<file path="config.mk">
export PLATFORM = sky130hd
export DESIGN_NAME = if_fetch_stage_flat
export DESIGN_NICKNAME = d
export VERILOG_FILES = /design/src/rtl/mips_pkg.sv /design/src/rtl/if_fetch_stage_if.sv /design/src/rtl/if_skid_buf.sv /design/src/rtl/if_fetch_stage.sv /design/src/flat_wrapper.sv
export SDC_FILE = /design/constraint.sdc
export NUM_CORES = 1
export LEC_CHECK = 0
export ABC_AREA = 1
export CAP_MARGIN = 20
export CORE_ASPECT_RATIO = 0.7
export CORE_UTILIZATION = 53
export DETAILED_ROUTE_END_ITERATION = 12
export GPL_ROUTABILITY_DRIVEN = 1
export PLACE_DENSITY = 0.8
export SYNTH_ARGS = -nofsm -noshare
export SYNTH_HDL_FRONTEND = slang
export SYNTH_HIERARCHICAL = 1
export SYNTH_SLANG_ARGS = --single-unit
export TNS_END_PERCENT = 50
</file>
<file path="constraint.sdc">
create_clock -name clk -period 4.5 [get_ports clk]
set_input_delay 0.9 -clock clk [delete_from_list [all_inputs] [get_ports clk]]
set_output_delay 0.9 -clock clk [all_outputs]
set_load 0.02 [all_outputs]
</file>
<file path="src/rtl/mips_pkg.sv">
// -----------------------------------------------------------------------------
// mips_pkg
// Shared definitions for the MIPS pipeline front end.
//   NOP_INSTR         instruction word presented when no real instruction is
//                     held (sll $0,$0,0)
//   DEFAULT_RESET_PC  PC loaded on reset unless overridden by the instantiator
//   fetch_state_t     fetch controller states
//   fetch_out_t       {pc_plus4, instr} payload carried to the IF/ID register
//   pc_inc()          PC + 4, wrapping mod 2^32
// -----------------------------------------------------------------------------
package mips_pkg;

   localparam logic [31:0] NOP_INSTR        = 32'h0000_0000;
   localparam logic [31:0] DEFAULT_RESET_PC = 32'h0000_0000;

   typedef enum logic [1:0] {
      FETCH   = 2'd0,   // request outstanding at pc
      BLOCKED = 2'd1,   // skid full, no request
      KILL    = 2'd2,   // request outstanding at a stale address, result dropped
      EXC     = 2'd3    // misaligned target, no requests until next redirect
   } fetch_state_t;

   typedef struct packed {
      logic [31:0] pc_plus4;
      logic [31:0] instr;
   } fetch_out_t;

   function automatic logic [31:0] pc_inc(input logic [31:0] pc);
      return pc + 32'd4;
   endfunction

endpackage

</file>
<file path="src/rtl/if_fetch_stage_if.sv">
// -----------------------------------------------------------------------------
// if_fetch_stage_if
// Instruction-memory request/acknowledge bus.
//   imem_req    fetch request, held until imem_ack
//   imem_addr   fetch address, stable while imem_req=1
//   imem_ack    request complete; imem_rdata valid in the same cycle
//   imem_rdata  fetched instruction
// Modports: master = fetch stage, slave = instruction memory.
// -----------------------------------------------------------------------------
interface if_fetch_stage_if;

   logic        imem_req;
   logic [31:0] imem_addr;
   logic        imem_ack;
   logic [31:0] imem_rdata;

   modport master (output imem_req, imem_addr, input imem_ack, imem_rdata);
   modport slave  (input imem_req, imem_addr, output imem_ack, imem_rdata);

endinterface

</file>
<file path="src/rtl/if_skid_buf.sv">
// -----------------------------------------------------------------------------
// if_skid_buf
// One-entry holding buffer for a fetched {pc_plus4, instr} that returns while
// the IF/ID register is stalled.
//   clk, rst    clock, asynchronous active-high reset (clears valid only)
//   load        capture load_data, buffer becomes valid
//   load_data   payload to capture
//   drain       buffer contents consumed, buffer becomes empty
//   flush       discard contents (wins over load and drain)
//   valid       buffer holds an entry
//   data        buffered payload
// -----------------------------------------------------------------------------
module if_skid_buf
   import mips_pkg::*;
(
   input  logic       clk,
   input  logic       rst,
   input  logic       load,
   input  fetch_out_t load_data,
   input  logic       drain,
   input  logic       flush,
   output logic       valid,
   output fetch_out_t data
);

   always_ff @(posedge clk or posedge rst) begin
      if (rst)        valid <= 1'b0;
      else if (flush) valid <= 1'b0;
      else if (load)  valid <= 1'b1;
      else if (drain) valid <= 1'b0;
   end

   // Payload needs no reset: it is only observed while valid is set.
   always_ff @(posedge clk) begin
      if (load && !flush) data <= load_data;
   end

endmodule

</file>
<file path="src/rtl/if_fetch_stage.sv">
// -----------------------------------------------------------------------------
// if_fetch_stage
// Instruction-fetch stage of the 5-stage MIPS pipeline. Owns the PC, fetches
// over a req/ack bus and presents {PC+4, instruction} with a valid flag to the
// IF/ID register. A one-entry skid buffer absorbs an instruction returning
// while ID is stalled. Redirects flush the stage; a request already in flight
// is allowed to complete at its original address and its data is dropped.
//
// Ports
//   clk, rst      clock, asynchronous active-high reset
//   stall         ID cannot accept; hold current output
//   redirect      branch/jump taken; flush and reload PC
//   redirect_pc   new PC, valid with redirect
//   imem          instruction-memory bus (master side)
//   if_valid      output holds a real instruction
//   if_pc_plus4   PC+4 of presented instruction
//   if_instr      presented instruction (NOP_INSTR when if_valid=0)
//   if_exc        misaligned-fetch flag (only with IF_MISALIGN_CHECK_EN)
//
// Build option: define IF_MISALIGN_CHECK_EN to trap redirects to non-word-
// aligned targets; otherwise redirect_pc[1:0] is forced to 2'b00.
// -----------------------------------------------------------------------------
module if_fetch_stage
   import mips_pkg::*;
#(
   parameter logic [31:0] RESET_PC = DEFAULT_RESET_PC
)(
   input  logic                    clk,
   input  logic                    rst,
   input  logic                    stall,
   input  logic                    redirect,
   input  logic [31:0]             redirect_pc,
   if_fetch_stage_if.master        imem,
   output logic                    if_valid,
   output logic [31:0]             if_pc_plus4,
   output logic [31:0]             if_instr
`ifdef IF_MISALIGN_CHECK_EN
   ,
   output logic                    if_exc
`endif
);

   fetch_state_t state, state_n;
   logic [31:0]  pc, pc_n;
   logic [31:0]  kill_addr, kill_addr_n;   // address of the request being killed
   logic         valid_n;
   logic [31:0]  pc4_n, instr_n;
   logic         slot_free, drains;
   logic [31:0]  target_pc;
   logic         target_mis, pc_mis;

   logic         skid_load, skid_drain, skid_flush, skid_valid;
   fetch_out_t   skid_in, skid_data;

`ifdef IF_MISALIGN_CHECK_EN
   logic exc_n, exc_sent, exc_sent_n;   // exc_sent: trap already presented
   assign target_pc  = redirect_pc;
   assign target_mis = |redirect_pc[1:0];
   assign pc_mis     = |pc[1:0];
`else
   assign target_pc  = redirect_pc & ~32'h3;
   assign target_mis = 1'b0;
   assign pc_mis     = 1'b0;
`endif

   assign drains    = if_valid && !stall;
   assign slot_free = !if_valid || !stall;

   // Requests are suppressed combinationally during reset so memory sees none.
   assign imem.imem_req  = !rst && (state == FETCH || state == KILL);
   assign imem.imem_addr = (state == KILL) ? kill_addr : pc;

   assign skid_in = {pc_inc(pc), imem.imem_rdata};

   if_skid_buf u_skid (
      .clk       (clk),
      .rst       (rst),
      .load      (skid_load),
      .load_data (skid_in),
      .drain     (skid_drain),
      .flush     (skid_flush),
      .valid     (skid_valid),
      .data      (skid_data)
   );

   always_comb begin
      state_n     = state;
      pc_n        = pc;
      kill_addr_n = kill_addr;
      valid_n     = if_valid;
      pc4_n       = if_pc_plus4;
      instr_n     = if_instr;
      skid_load   = 1'b0;
      skid_drain  = 1'b0;
      skid_flush  = 1'b0;
`ifdef IF_MISALIGN_CHECK_EN
      exc_n       = if_exc;
      exc_sent_n  = exc_sent;
`endif

      if (drains) begin
         valid_n = 1'b0;
         instr_n = NOP_INSTR;
`ifdef IF_MISALIGN_CHECK_EN
         exc_n   = 1'b0;
`endif
      end

      if (redirect) begin
         valid_n    = 1'b0;
         instr_n    = NOP_INSTR;
         skid_flush = 1'b1;
         pc_n       = target_pc;
`ifdef IF_MISALIGN_CHECK_EN
         exc_n      = 1'b0;
         exc_sent_n = 1'b0;
`endif
         unique case (state)
            FETCH: begin
               if (imem.imem_ack) begin
                  state_n = target_mis ? EXC : FETCH;
               end else begin
                  // Keep the in-flight address on the bus until it acks.
                  state_n     = KILL;
                  kill_addr_n = pc;
               end
            end
            KILL: begin
               if (imem.imem_ack) state_n = target_mis ? EXC : FETCH;
            end
            default: state_n = target_mis ? EXC : FETCH;
         endcase
      end else begin
         unique case (state)
            FETCH: begin
               if (imem.imem_ack) begin
                  pc_n = pc_inc(pc);
                  if (slot_free) begin
                     valid_n = 1'b1;
                     pc4_n   = pc_inc(pc);
                     instr_n = imem.imem_rdata;
                  end else begin
                     skid_load = 1'b1;
                     state_n   = BLOCKED;
                  end
               end
            end
            BLOCKED: begin
               if (slot_free) begin
                  valid_n          = 1'b1;
                  {pc4_n, instr_n} = skid_data;
                  skid_drain       = 1'b1;
                  state_n          = FETCH;
               end
            end
            KILL: begin
               if (imem.imem_ack) state_n = pc_mis ? EXC : FETCH;
            end
            default: begin
`ifdef IF_MISALIGN_CHECK_EN
               // Present the trap once; it then drains like any instruction.
               if (slot_free && !exc_sent) begin
                  valid_n    = 1'b1;
                  pc4_n      = pc_inc(pc);
                  instr_n    = NOP_INSTR;
                  exc_n      = 1'b1;
                  exc_sent_n = 1'b1;
               end
`endif
            end
         endcase
      end
   end

   always_ff @(posedge clk or posedge rst) begin
      if (rst) begin
         state       <= FETCH;
         pc          <= RESET_PC;
         if_valid    <= 1'b0;
         if_pc_plus4 <= 32'h0;
         if_instr    <= NOP_INSTR;
`ifdef IF_MISALIGN_CHECK_EN
         if_exc      <= 1'b0;
         exc_sent    <= 1'b0;
`endif
      end else begin
         state       <= state_n;
         pc          <= pc_n;
         if_valid    <= valid_n;
         if_pc_plus4 <= pc4_n;
         if_instr    <= instr_n;
`ifdef IF_MISALIGN_CHECK_EN
         if_exc      <= exc_n;
         exc_sent    <= exc_sent_n;
`endif
      end
   end

   always_ff @(posedge clk) begin
      kill_addr <= kill_addr_n;
   end

endmodule
</file>
<file path="src/flat_wrapper.sv">
// flat-port wrapper written by rule: the top's interface ports become plain ports
module if_fetch_stage_flat import mips_pkg::*;
#(
   parameter logic [31:0] RESET_PC = DEFAULT_RESET_PC
)
  (clk, rst, stall, redirect, redirect_pc, if_valid, if_pc_plus4, if_instr, imem_imem_req, imem_imem_addr, imem_imem_ack, imem_imem_rdata);
  if_fetch_stage_if imem_i ();
  input  logic clk;
  input  logic rst;
  input  logic stall;
  input  logic redirect;
  input  logic [31:0] redirect_pc;
  output logic if_valid;
  output logic [31:0] if_pc_plus4;
  output logic [31:0] if_instr;
  output wire logic [$bits(imem_i.imem_req)-1:0] imem_imem_req;
  output wire logic [$bits(imem_i.imem_addr)-1:0] imem_imem_addr;
  input wire logic [$bits(imem_i.imem_ack)-1:0] imem_imem_ack;
  input wire logic [$bits(imem_i.imem_rdata)-1:0] imem_imem_rdata;
  assign imem_imem_req = imem_i.imem_req;
  assign imem_imem_addr = imem_i.imem_addr;
  assign imem_i.imem_ack = imem_imem_ack;
  assign imem_i.imem_rdata = imem_imem_rdata;
  if_fetch_stage #(.RESET_PC(RESET_PC)) u_core (.clk(clk), .rst(rst), .stall(stall), .redirect(redirect), .redirect_pc(redirect_pc), .imem(imem_i), .if_valid(if_valid), .if_pc_plus4(if_pc_plus4), .if_instr(if_instr));
endmodule
</file>
* Yosys cells after proc, flatten, opt, wreduce, memory -nomap -nowiden *
Cells that the tools add are included.

word-level totals
  logic and storage cells = 69
  register bits = 195
  input bits = 69

operators by class
  muxes and demuxes = 32
  reductions and logical operators = 18
  equal/unequal tests = 8
  bitwise gates (word level) = 2
  add/subtract/negate cells = 1

operators with widths
  operator                                        number
  two-way mux 32 bit                              12
  case mux 32 bit (2 select lines)                2
  adder 32 x 3 -> 32 bit (second input constant)  1
  two-way mux 2 bit                               6
  two-way mux 1 bit                               9
  != test 3 bit (second input constant)           2
  case mux 2 bit (3 select lines)                 1
  nonzero test 2 bit                              3
  AND reduction 5 bit                             1
  logical NOT 1 bit                               4
  != test 2 x 1 -> 1 bit (second input constant)  2
  case mux 2 bit (2 select lines)                 1
  AND reduction 4 bit                             1
  nonzero test 4 bit                              1
  logical AND 1 bit                               3
  != test 3 x 2 -> 1 bit (second input constant)  1
  AND reduction 3 bit                             1
  == test 2 x 1 -> 1 bit (second input constant)  1
  == test 2 bit (second input constant)           1
  logical NOT 2 bit                               1
  logical OR 1 bit                                2
  != test 2 bit (second input constant)           1
  NOT 1 bit                                       2
  case mux 1 bit (2 select lines)                 1
  AND reduction 2 bit                             1

* Depth between registers and ports, before layout *
Gate-level depths: netlist of run 1.

  depth after elaboration = 7
  gate-level depth with buffers = 11

* By module *
The synthesis of run 1 kept the hierarchy.

by module, submodules not included
  module          instances  area an instance (µm²)  sequential area each (µm²)  cells each
  if_fetch_stage  1          7514.7                  3328.2                      1056
  if_skid_buf     1          1974.4                  1946.9                      72

* Least setup slack after synthesis of run 1 *
No wires, ideal clock.

  path type = input to register
  start = in imem_imem_ack
  end = reg u_core/u_skid/data[0] (netlist name) (enable)
  arrival = 2.673 ns
  library setup time = 0.418 ns
  stages = 6
  path slack = 1.408 ns
  cells stage by stage = nand2_1 nor2_1 inv_2 nor2_1 nand2_1 inv_1

between the ends
  longest elaborated chain between the ends = 4

ends and longest elaborated chain
  item                        line                   source
  from (decl)                 flat_wrapper.sv:18     input wire logic [$bits(imem_i.imem_ack)-1:0] imem_imem_ack;
  two-way mux 1 bit           if_fetch_stage.sv:136  if (imem.imem_ack) begin
  two-way mux 1 bit           if_fetch_stage.sv:134  unique case (state)
  two-way mux 1 bit           if_fetch_stage.sv:109  if (redirect) begin
  named net u_core.skid_load  if_fetch_stage.sv:52   logic skid_load, skid_drain, skid_flush, skid_valid;
  logical AND 1 bit           if_skid_buf.sv:35      if (load && !flush) data <= load_data;
  to (signal assigned)        if_skid_buf.sv:35
  to (decl)                   if_skid_buf.sv:23      output fetch_out_t data

The timed path passes the listed nets, and every way through them passes these cells.
A chain may end at the register's enable or synchronous reset.

* Worst setup path in the final report of run 1 *
  start = reg u_core.state[0]
  end = out imem_imem_addr[24]

between the ends
  longest elaborated chain between the ends = 2

ends and longest elaborated chain
  item                    line                   source
  from (decl)             if_fetch_stage.sv:43   fetch_state_t state, state_n;
  from (signal assigned)  if_fetch_stage.sv:187  state <= state_n;
  == test 2 bit           if_fetch_stage.sv:71   assign imem.imem_addr = (state == KILL) ? kill_addr : pc;
  two-way mux 32 bit      if_fetch_stage.sv:71
  to (decl)               flat_wrapper.sv:17     output wire logic [$bits(imem_i.imem_addr)-1:0] imem_imem_addr;

Every way passes these cells.

==> results_dict.tcl, run 1 <==
set metrics [dict create \
    status "complete, no violations" \
    ctsHoldBuffers 0 \
    io_pins 167 \
    avgSynthCellArea_um2 8.413 \
    met2_length_um 11320 \
    grt_pass1_wl_um 40790 \
    ant_nets 0 \
    slowest_stage "ha_1" \
    floorplan.rows 40 \
    place_congestion 0.9329 \
    crit_path_start "u_core/state[0]$_DFFE_PP0P_" \
    crit_required_ns 3.60 \
    crit_family "buffers and inverters" \
    drc 0 \
    wl_met1_um 11810 \
    cp_cell_sequence "inv_1 > ha_1 > buf_4 > nand2_1 > o21ai_0 > clkdlybuf4s50_1" \
    p_seq_frac 0.338 \
    fin_setup_tns_ns 0 \
    hold_viol 0 \
    worstSetupEndpointType "output port" \
    antenna_found_initial 0 \
    layout_min_cycle_time_ns 3.901 \
    clock_path_buffers 2 \
    area_growth_pct 25.04 \
    power_w 0.007459 \
    nets 1336 \
    start_util 0.5456 \
    netlist_area_mm2 0.009448 \
    clk_pin_slew_ns 0.07 \
    grt_max_degree 69 \
    dr.pass1.iters 8 \
    crit_fanout 27 \
    start_kind "flop" \
    maxCapViolations 0 \
    worst-path-stages 6 \
    routed.top_layer "met4" \
    max_stage_delay_ns 0.84 \
    cts_sinks 191 \
    grt_usage 0.2894 \
    dpl.hpwl_um 17020 \
    routed_wl_um 25880 \
    p_switching_w 0.003151 \
    critPathArrivalTime_ns 3.00 \
    vias 8355 \
    numCtsBuffers 17 \
    rsz0062_at_grt "no" \
    maxSlewViolCount 0 \
    fmax_mhz 256.4 \
    setup_viol 0 \
    clk_latency_ns 0.43 \
    p_comb_frac 0.470 \
    hold_ws_ns 0.4859 \
    min_delay_path_depth 2 \
    fillers 1423 \
    wl_met3_um 2451 \
    die_y_um 113.7 \
    vdd_drop_max_mv 0.3743 \
    cts_setup_buffers 0 \
    die_w_um 161.6 \
    p_clk_frac 0.192 \
    leakage_nw 4.943 \
    swShare 0.4224 \
    coreArea_mm2 0.01732 \
    r2r-end "u_core/if_pc_plus4[1]$_DFFE_PP0P_" \
    yosysWarnings 6 \
    r2r_start "u_core/state[0]$_DFFE_PP0P_" \
    overflow 0 \
    max-slew-margin-rel 0.3114 \
    cts_tree "built" \
    cp-endpoint "imem_imem_addr[24]" \
    cp_num_buf_inv 3 \
    reg2reg_slack_ns 1.13 \
    antenna_cells 0 \
    root_buffer "clkbuf_16" \
    drive_gt1_frac 0.06196 \
    synthCells 1123 \
    clock_skew_ns 0.01073 \
    crit_type "reg -> out" \
    cts_resized 0 \
    viasPerCell 5.548 \
    wl_per_cell_um 17.19 \
    die_area_mm2 0.01837 \
    tightestPinTransition_ns 1.031 \
    powerDensity_mw_per_mm2 631.4 \
    post-route-period-util 0.8668 \
    drt_iter0_drc 794 \
    r2r_cells 9 \
    hold_class "reg -> reg" \
    port_buffers 162 \
    p_int_w 0.004308 \
    grt_pass1_vias 7880 \
    cts_max_level 4 \
]
## sequential cells by signal, summed over array words and instances, names as in the netlist
register and count:
u_core/u_skid/data 64, u_core/if_valid 1, u_core/pc 30, u_core/if_instr 32, u_core/if_pc_plus4 32, u_core/state 2, u_core/kill_addr 30
## routing by layer
| layer | vias up | GRT usage |
|---|---|---|
| li1 | 4001 | - |
| met2 | 368 | 0.4437 |
| met1 | 3954 | 0.4172 |
| met5 | - | 0 |
| met3 | 32 | 0.06909 |
| met4 | 0 | 0.06981 |
## layout make-up
type                    count  area [um^2]  area share
flip-flops and latches    191         5250      0.4444
clock buffers              19        442.9     0.03749
multi-input cells         813         3716      0.3146
inverters                  61        231.5     0.01959
repair buffers            178         1779      0.1506
clock inverters            13        105.1    0.008896
well taps                 231        289.0     0.02447
## through the flow
| stage | cell area, um^2 | instances | setup slack, ns | util |
|---|---|---|---|---|
| after floorplan | 9459 | 1126 | 1.066 | - |
| final | 11810 | 1506 | 0.5992 | 0.6822 |
| after global placement | 11250 | 1473 | 1.077 | 0.6494 |
| after global routing | 11810 | 1506 | 0.4371 | 0.6822 |
| after CTS | 11790 | 1505 | 0.6296 | 0.6811 |
| after detailed placement | 11250 | 1473 | 1.062 | 0.6494 |
## layout by cell type (no fill, tap or decap), types with 17 or more instances in the layout
cell,instances
edfxtp_1,94
nor2_1,111
clkbuf_16,17
nand2_1,370
o21ai_0,98
dfrtp_1,97
nand3_1,48
inv_1,53
a21oi_1,104
clkdlybuf4s50_1,162
## power by group through the flow
stage	registers [W]	clock network, W	logic, W
after floorplan	0.00278	0	0.00187
after global placement	0.00254	0	0.00338
after detailed placement	0.00254	0	0.00347
after CTS	0.00251	0.00144	0.00349
after global routing	0.00256	0.00152	0.00384
final	0.00252	0.00143	0.00351
## worst min-delay path by stage
| stage | start | to | slack [ns] |
|---|---|---|---|
| floorplan | u_core/pc[10]$_DFFE_PP0N_ | u_core/kill_addr[10]$_DFFE_PP_ | 0.47 |
| global placement | u_core/if_pc_plus4[30]$_DFFE_PP0P_ | u_core/if_pc_plus4[30]$_DFFE_PP0P_ | 0.47 |
| detailed placement | u_core/if_pc_plus4[30]$_DFFE_PP0P_ | u_core/if_pc_plus4[30]$_DFFE_PP0P_ | 0.47 |
| CTS | u_core/if_pc_plus4[29]$_DFFE_PP0P_ | u_core/if_pc_plus4[29]$_DFFE_PP0P_ | 0.49 |
| global route | u_core/if_pc_plus4[30]$_DFFE_PP0P_ | u_core/if_pc_plus4[30]$_DFFE_PP0P_ | 0.51 |
| finish | u_core/if_pc_plus4[29]$_DFFE_PP0P_ | u_core/if_pc_plus4[29]$_DFFE_PP0P_ | 0.49 |
## worst reg2reg max path, stage by stage, from the launching register on
cell	delay, ns
dfrtp_1	0.40
inv_1	0.13
ha_1	0.16
buf_4	0.31
nor2_2	0.07
buf_4	0.27
inv_2	0.58
nand4_2	0.62
buf_4	0.46
a32o_1	0.25
Power figures use the tool's default switching activity.
==> run 2, diff against run 1 <==
- clock period: 4.5 -> 4 ns (I/O delays scaled with it)
==> results_dict.tcl, run 2 (synthesized netlist as in run 1, its figures left out) <==
set metrics [dict create \
    floorplan.rows 40 \
    placed_cells 1473 \
    antenna_cells 0 \
    setup_viol 0 \
    worstSetupEndpointType "output port" \
    crit_required_ns 3.20 \
    routed_wl_um 25690 \
    setup_ws_ns 0.5797 \
    fillers 1385 \
    status "complete, no violations" \
    antenna_found_initial 0 \
    largest_register "u_core/u_skid/data" \
    r2r-end "u_core/if_pc_plus4[26]$_DFFE_PP0P_" \
    ctsHoldBuffers 0 \
    overflow 0 \
    vias 8433 \
    cts_tree "built" \
    final_cell_mix "370 x nand2_1, 162 x clkdlybuf4s50_1, 111 x nor2_1" \
    dr.pass1.iters 5 \
    max-slew-margin-rel 0.4301 \
    io_pins 167 \
    fin_cells 1506 \
    cp_num_buf_inv 3 \
    r2r_start "u_core/state[0]$_DFFE_PP0P_" \
    area_growth_pct 25.22 \
    clk_pin_slew_ns 0.08 \
    cts_sinks 191 \
    rsz0062_at_grt "no" \
    vdd_drop_max_mv 0.4065 \
    maxSlewViolCount 0 \
    drive_gt1_frac 0.06275 \
    largestRegisters "u_core/u_skid/data (64), u_core/if_instr (32), u_core/if_pc_plus4 (32)" \
    clock_path_buffers 2 \
    crit_family "buffers and inverters" \
    wl_per_cell_um 17.06 \
    grt_pass1_vias 7760 \
    drt_iter0_drc 766 \
    nets 1336 \
    grt_usage 0.2887 \
    largest_reg_flops 64 \
    r2r_cells 9 \
    hold_viol 0 \
    die_y_um 113.7 \
    root_buffer "clkbuf_16" \
    max_stage_delay_ns 0.70 \
    viasPerCell 5.600 \
    hold-path-endpoint "u_core/if_pc_plus4[29]$_DFFE_PP0P_" \
    grt_pass1_wl_um 40700 \
    die_area_mm2 0.01837 \
    cts_max_level 4 \
    critPathArrivalTime_ns 2.62 \
    grt_max_degree 65 \
    hp-start "u_core/if_pc_plus4[29]$_DFFE_PP0P_" \
    cts_setup_buffers 0 \
    drc 0 \
    start_kind "flop" \
    clk_latency_ns 0.43 \
    dpl.hpwl_um 16730 \
    post-route-period-util 0.8551 \
    numCtsBuffers 17 \
    fin_util 0.6832 \
    fin_setup_tns_ns 0 \
    crit_fanout 59 \
    port_buffers 162 \
    crit_type "reg -> out" \
    fmax_mhz 292.4 \
    slowest_stage "clkdlybuf4s50_1" \
    clock_skew_ns 0.01220 \
    die_w_um 161.6 \
    dpl_worst_slack_ns 0.8480 \
    min_delay_path_depth 2 \
    start_util 0.5456 \
    cts_resized 0 \
    place_congestion 0.8993 \
    tightestPinTransition_ns 0.8536 \
    powerDensity_mw_per_mm2 712.3 \
    cp_cell_sequence "inv_1 > ha_1 > buf_4 > o21ai_0 > clkdlybuf4s50_1" \
    reg2reg_slack_ns 0.85 \
    leakage_nw 4.955 \
    layout_commonest_cell "nand2_1" \
    ant_nets 0 \
    maxCapViolations 0 \
    coreArea_mm2 0.01732 \
    layout_min_cycle_time_ns 3.420 \
    hold_class "reg -> reg" \
]
-- run 2: cell types whose count changed in the layout (fill, tap and decap cells not counted), sizes merged --
cell and delta:
clkbuf -2, clkinvlp -1, inv +3
-- run 2: worst max path at each step --
stage                                     start                           end  cells after the start
global placement                       redirect      u_core/pc[4]$_DFFE_PP0N_                      6
CTS                 u_core/state[0]$_DFFE_PP0P_                 imem_imem_req                      6
floorplan                                   rst  u_core/if_instr[0]$_DFF_PP0_                      1
global route        u_core/state[0]$_DFFE_PP0P_                 imem_imem_req                      6
finish              u_core/state[0]$_DFFE_PP0P_            imem_imem_addr[31]                      5
detailed placement                     redirect     u_core/pc[30]$_DFFE_PP0N_                      6
-- run 2: tightest hold or removal path: stages, from the launching register on --
cell	delay, ns
dfrtp_1	0.34
nand2_1	0.05
nand2_1	0.06
-- run 2: cell type report --
type / count / area [um^2] / share of cell area
Multi-Input combinational cell: 813 / 3716 / 0.3141
Tap cell: 231 / 289.0 / 0.02443
Inverter: 61 / 231.5 / 0.01957
Timing Repair Buffer: 178 / 1767 / 0.1493
Clock inverter: 15 / 151.4 / 0.01280
Clock buffer: 17 / 425.4 / 0.03596
Sequential cell: 191 / 5250 / 0.4438
-- run 2: per-stage QoR --
step / total power [W] / instance area, um^2 / hold WS, ns
global route: 0.008952 / 11830 / 0.5166
global placement: 0.006647 / 11230 / 0.4659
detailed placement: 0.006748 / 11230 / 0.4706
floorplan: 0.005230 / 9459 / 0.4685
finish: 0.008427 / 11830 / 0.4849
CTS: 0.008428 / 11810 / 0.4910
-- run 2: metal layers --
| layer | share of wire | vias to the layer above | global-route usage |
|---|---|---|---|
| li1 | - | 3990 | - |
| met1 | 0.44 | 3975 | 0.4283 |
| met2 | 0.45 | 438 | 0.4417 |
| met3 | 0.098 | 30 | 0.05455 |
| met4 | 0.0099 | 0 | 0.06415 |
| met5 | 0 | - | 0 |
-- run 2: report_power, final --
part | switching [W] | total, W | internal (W)
Clock | 0.000830 | 0.00166 | 0.000833
Sequential | 0.000304 | 0.00284 | 0.00254
Combinational | 0.00244 | 0.00392 | 0.00148
Total | 0.00358 | 0.00843 | 0.00485
==> run 3, diff against run 2 <==
- CAP_MARGIN: 20 -> default
- CELL_PAD_IN_SITES_DETAIL_PLACEMENT: default -> 1
- CELL_PAD_IN_SITES_GLOBAL_PLACEMENT: default -> 1
- CORE_UTILIZATION: 53 -> 40
- PLACE_DENSITY: 0.8 -> default
- PLACE_DENSITY_LB_ADDON: default -> 0.1
==> results_dict.tcl, run 3 (synthesized netlist as in run 1, its figures left out) <==
set metrics [dict create \
    status "complete, no violations" \
    max_stage_delay_ns 0.65 \
    dpl.hpwl_um 19850 \
    antenna_cells 0 \
    wl_per_cell_um 18.53 \
    largest_reg_flops 64 \
    crit_required_ns 3.20 \
    rsz0062_at_grt "no" \
    p_int_w 0.005079 \
    place_congestion 0.8348 \
    fin_util 0.5250 \
    multi_input_area_mm2 0.003719 \
    clock_path_buffers 2 \
    slowest_stage "clkdlybuf4s50_1" \
    grt_pass1_vias 8300 \
    dr.pass1.iters 5 \
    p_clk_frac 0.211 \
    nets 1342 \
    dpl_cell_area_mm2 0.01140 \
    critPathArrivalTime_ns 2.72 \
    grt_pass1_wl_um 46450 \
    tightestPinTransition_ns 1.084 \
    cts_setup_buffers 0 \
    die_w_um 185.7 \
    die_y_um 130.6 \
    drc 0 \
    fin_setup_tns_ns 0 \
    fillers 2740 \
    post-route-period-util 0.8804 \
    crit_fanout 31 \
    largestRegisters "u_core/u_skid/data (64), u_core/if_instr (32), u_core/if_pc_plus4 (32)" \
    maxCapViolations 0 \
    maxSlewViolCount 0 \
    final_area_mm2 0.01203 \
    hold_class "reg -> reg" \
    clk_latency_ns 0.45 \
    viasPerCell 5.235 \
    largest_register "u_core/u_skid/data" \
    leakage_nw 5.004 \
    cp_cell_sequence "inv_1 > ha_2 > buf_4 > nand2_1 > o21ai_0 > clkdlybuf4s50_1" \
    port_buffers 162 \
    root_buffer "clkbuf_16" \
    vdd_drop_max_mv 0.3623 \
    routed_wl_um 29530 \
    swShare 0.4181 \
    powerDensity_mw_per_mm2 725.8 \
    layout_commonest_cell "nand2_1" \
    start_kind "flop" \
    cts_sinks 191 \
    layout_min_cycle_time_ns 3.522 \
    die_area_mm2 0.02425 \
    ctsHoldBuffers 0 \
    vias 8339 \
    coreArea_mm2 0.02291 \
    cts_max_level 4 \
    area_growth_pct 27.29 \
    io_pins 167 \
    wl_met3_um 1443 \
    crit_family "buffers and inverters" \
    p_seq_frac 0.325 \
    dpl_worst_slack_ns 0.8555 \
    grt_max_degree 77 \
    register_area_mm2 0.005250 \
    cts_tree "built" \
    floorplan.rows 46 \
    clock_skew_ns 0.01422 \
    antenna_found_initial 0 \
    max-slew-margin-rel 0.2745 \
    grt_usage 0.2544 \
    start_util 0.4124 \
    wl_met1_um 14740 \
    cp_num_buf_inv 3 \
    crit_type "reg -> out" \
    drive_gt1_frac 0.06714 \
    ant_nets 0 \
    p_comb_frac 0.464 \
    p_switching_w 0.003650 \
    drt_iter0_drc 554 \
    power_w 0.008728 \
    setup_viol 0 \
    overflow 0 \
    final_cell_mix "370 x nand2_1, 162 x clkdlybuf4s50_1, 111 x nor2_1" \
    hold_viol 0 \
    numCtsBuffers 17 \
    setup_ws_ns 0.4782 \
    clk_pin_slew_ns 0.07 \
    met2_length_um 13040 \
    routed.top_layer "met4" \
    cts_resized 0 \
    worstSetupEndpointType "output port" \
    fmax_mhz 283.9 \
]
run 3: cell count changes in the layout (fill, tap and decap cells not counted):
| cell | change |
|---|---|
| ha_1 | -1 |
| inv_8 | -3 |
| ha_2 | +1 |
| clkinv_8 | -2 |
| bufinv_16 | +3 |
| buf_4 | +6 |
| clkbuf_1 | +1 |
| clkbuf_8 | +3 |
| clkinv_2 | +1 |
| inv_6 | -3 |
run 3: worst register-to-register path, cell delays in order, from the launching register on:
cell	delay (ns)
dfrtp_1	0.38
inv_1	0.13
ha_1	0.64
nand2_1	0.21
nor2_1	0.19
inv_2	0.17
nor2_1	0.14
nand2_1	0.08
inv_2	0.42
buf_12	0.31
run 3: through the flow:
| stage | hold slack [ns] | instances |
|---|---|---|
| after floorplan | 0.4685 | 1126 |
| after global placement | 0.4632 | 1561 |
| after detailed placement | 0.4682 | 1561 |
| after CTS | 0.4867 | 1593 |
| after global routing | 0.5064 | 1593 |
| final | 0.4814 | 1593 |
run 3: final timing paths:
path	from	endpoint	slack, ns	cells after the start
max	u_core/state[0]$_DFFE_PP0P_	imem_imem_addr[22]	0.48	6
min in group asynchronous	rst	u_core/if_pc_plus4[4]$_DFFE_PP0P_	0.71	2
min reg2reg	u_core/if_pc_plus4[15]$_DFFE_PP0P_	u_core/if_pc_plus4[15]$_DFFE_PP0P_	0.48	2
max reg2reg	u_core/state[1]$_DFFE_PP0P_	u_core/u_skid/data[54]$_DFFE_PP_	1.02	9
max in group asynchronous	rst	u_core/pc[24]$_DFFE_PP0N_	2.51	3
min	u_core/if_pc_plus4[15]$_DFFE_PP0P_	u_core/if_pc_plus4[15]$_DFFE_PP0P_	0.48	2
run 3: final cells by class:
type,count,area share
Sequential cell,191,0.4365
Multi-Input combinational cell,813,0.3092
Timing Repair Buffer,184,0.1506
Clock buffer,21,0.03912
Tap cell,312,0.03246
Inverter,61,0.01925
Clock inverter,11,0.01280
run 3: power groups by stage:
| stage | sequential (W) | combinational (W) | clock (W) |
|---|---|---|---|
| floorplan | 0.00313 | 0.00210 | 0 |
| global placement | 0.00286 | 0.00396 | 0 |
| detailed placement | 0.00287 | 0.00406 | 0 |
| CTS | 0.00284 | 0.00409 | 0.00187 |
| global route | 0.00289 | 0.00446 | 0.00194 |
| finish | 0.00284 | 0.00405 | 0.00184 |
run 3: layer usage:
metal  global-route usage  up-vias
met5                    0        -
met2               0.3944      196
li1                     -     4004
met3              0.04795       23
met4              0.06220        0
met1               0.3677     4116
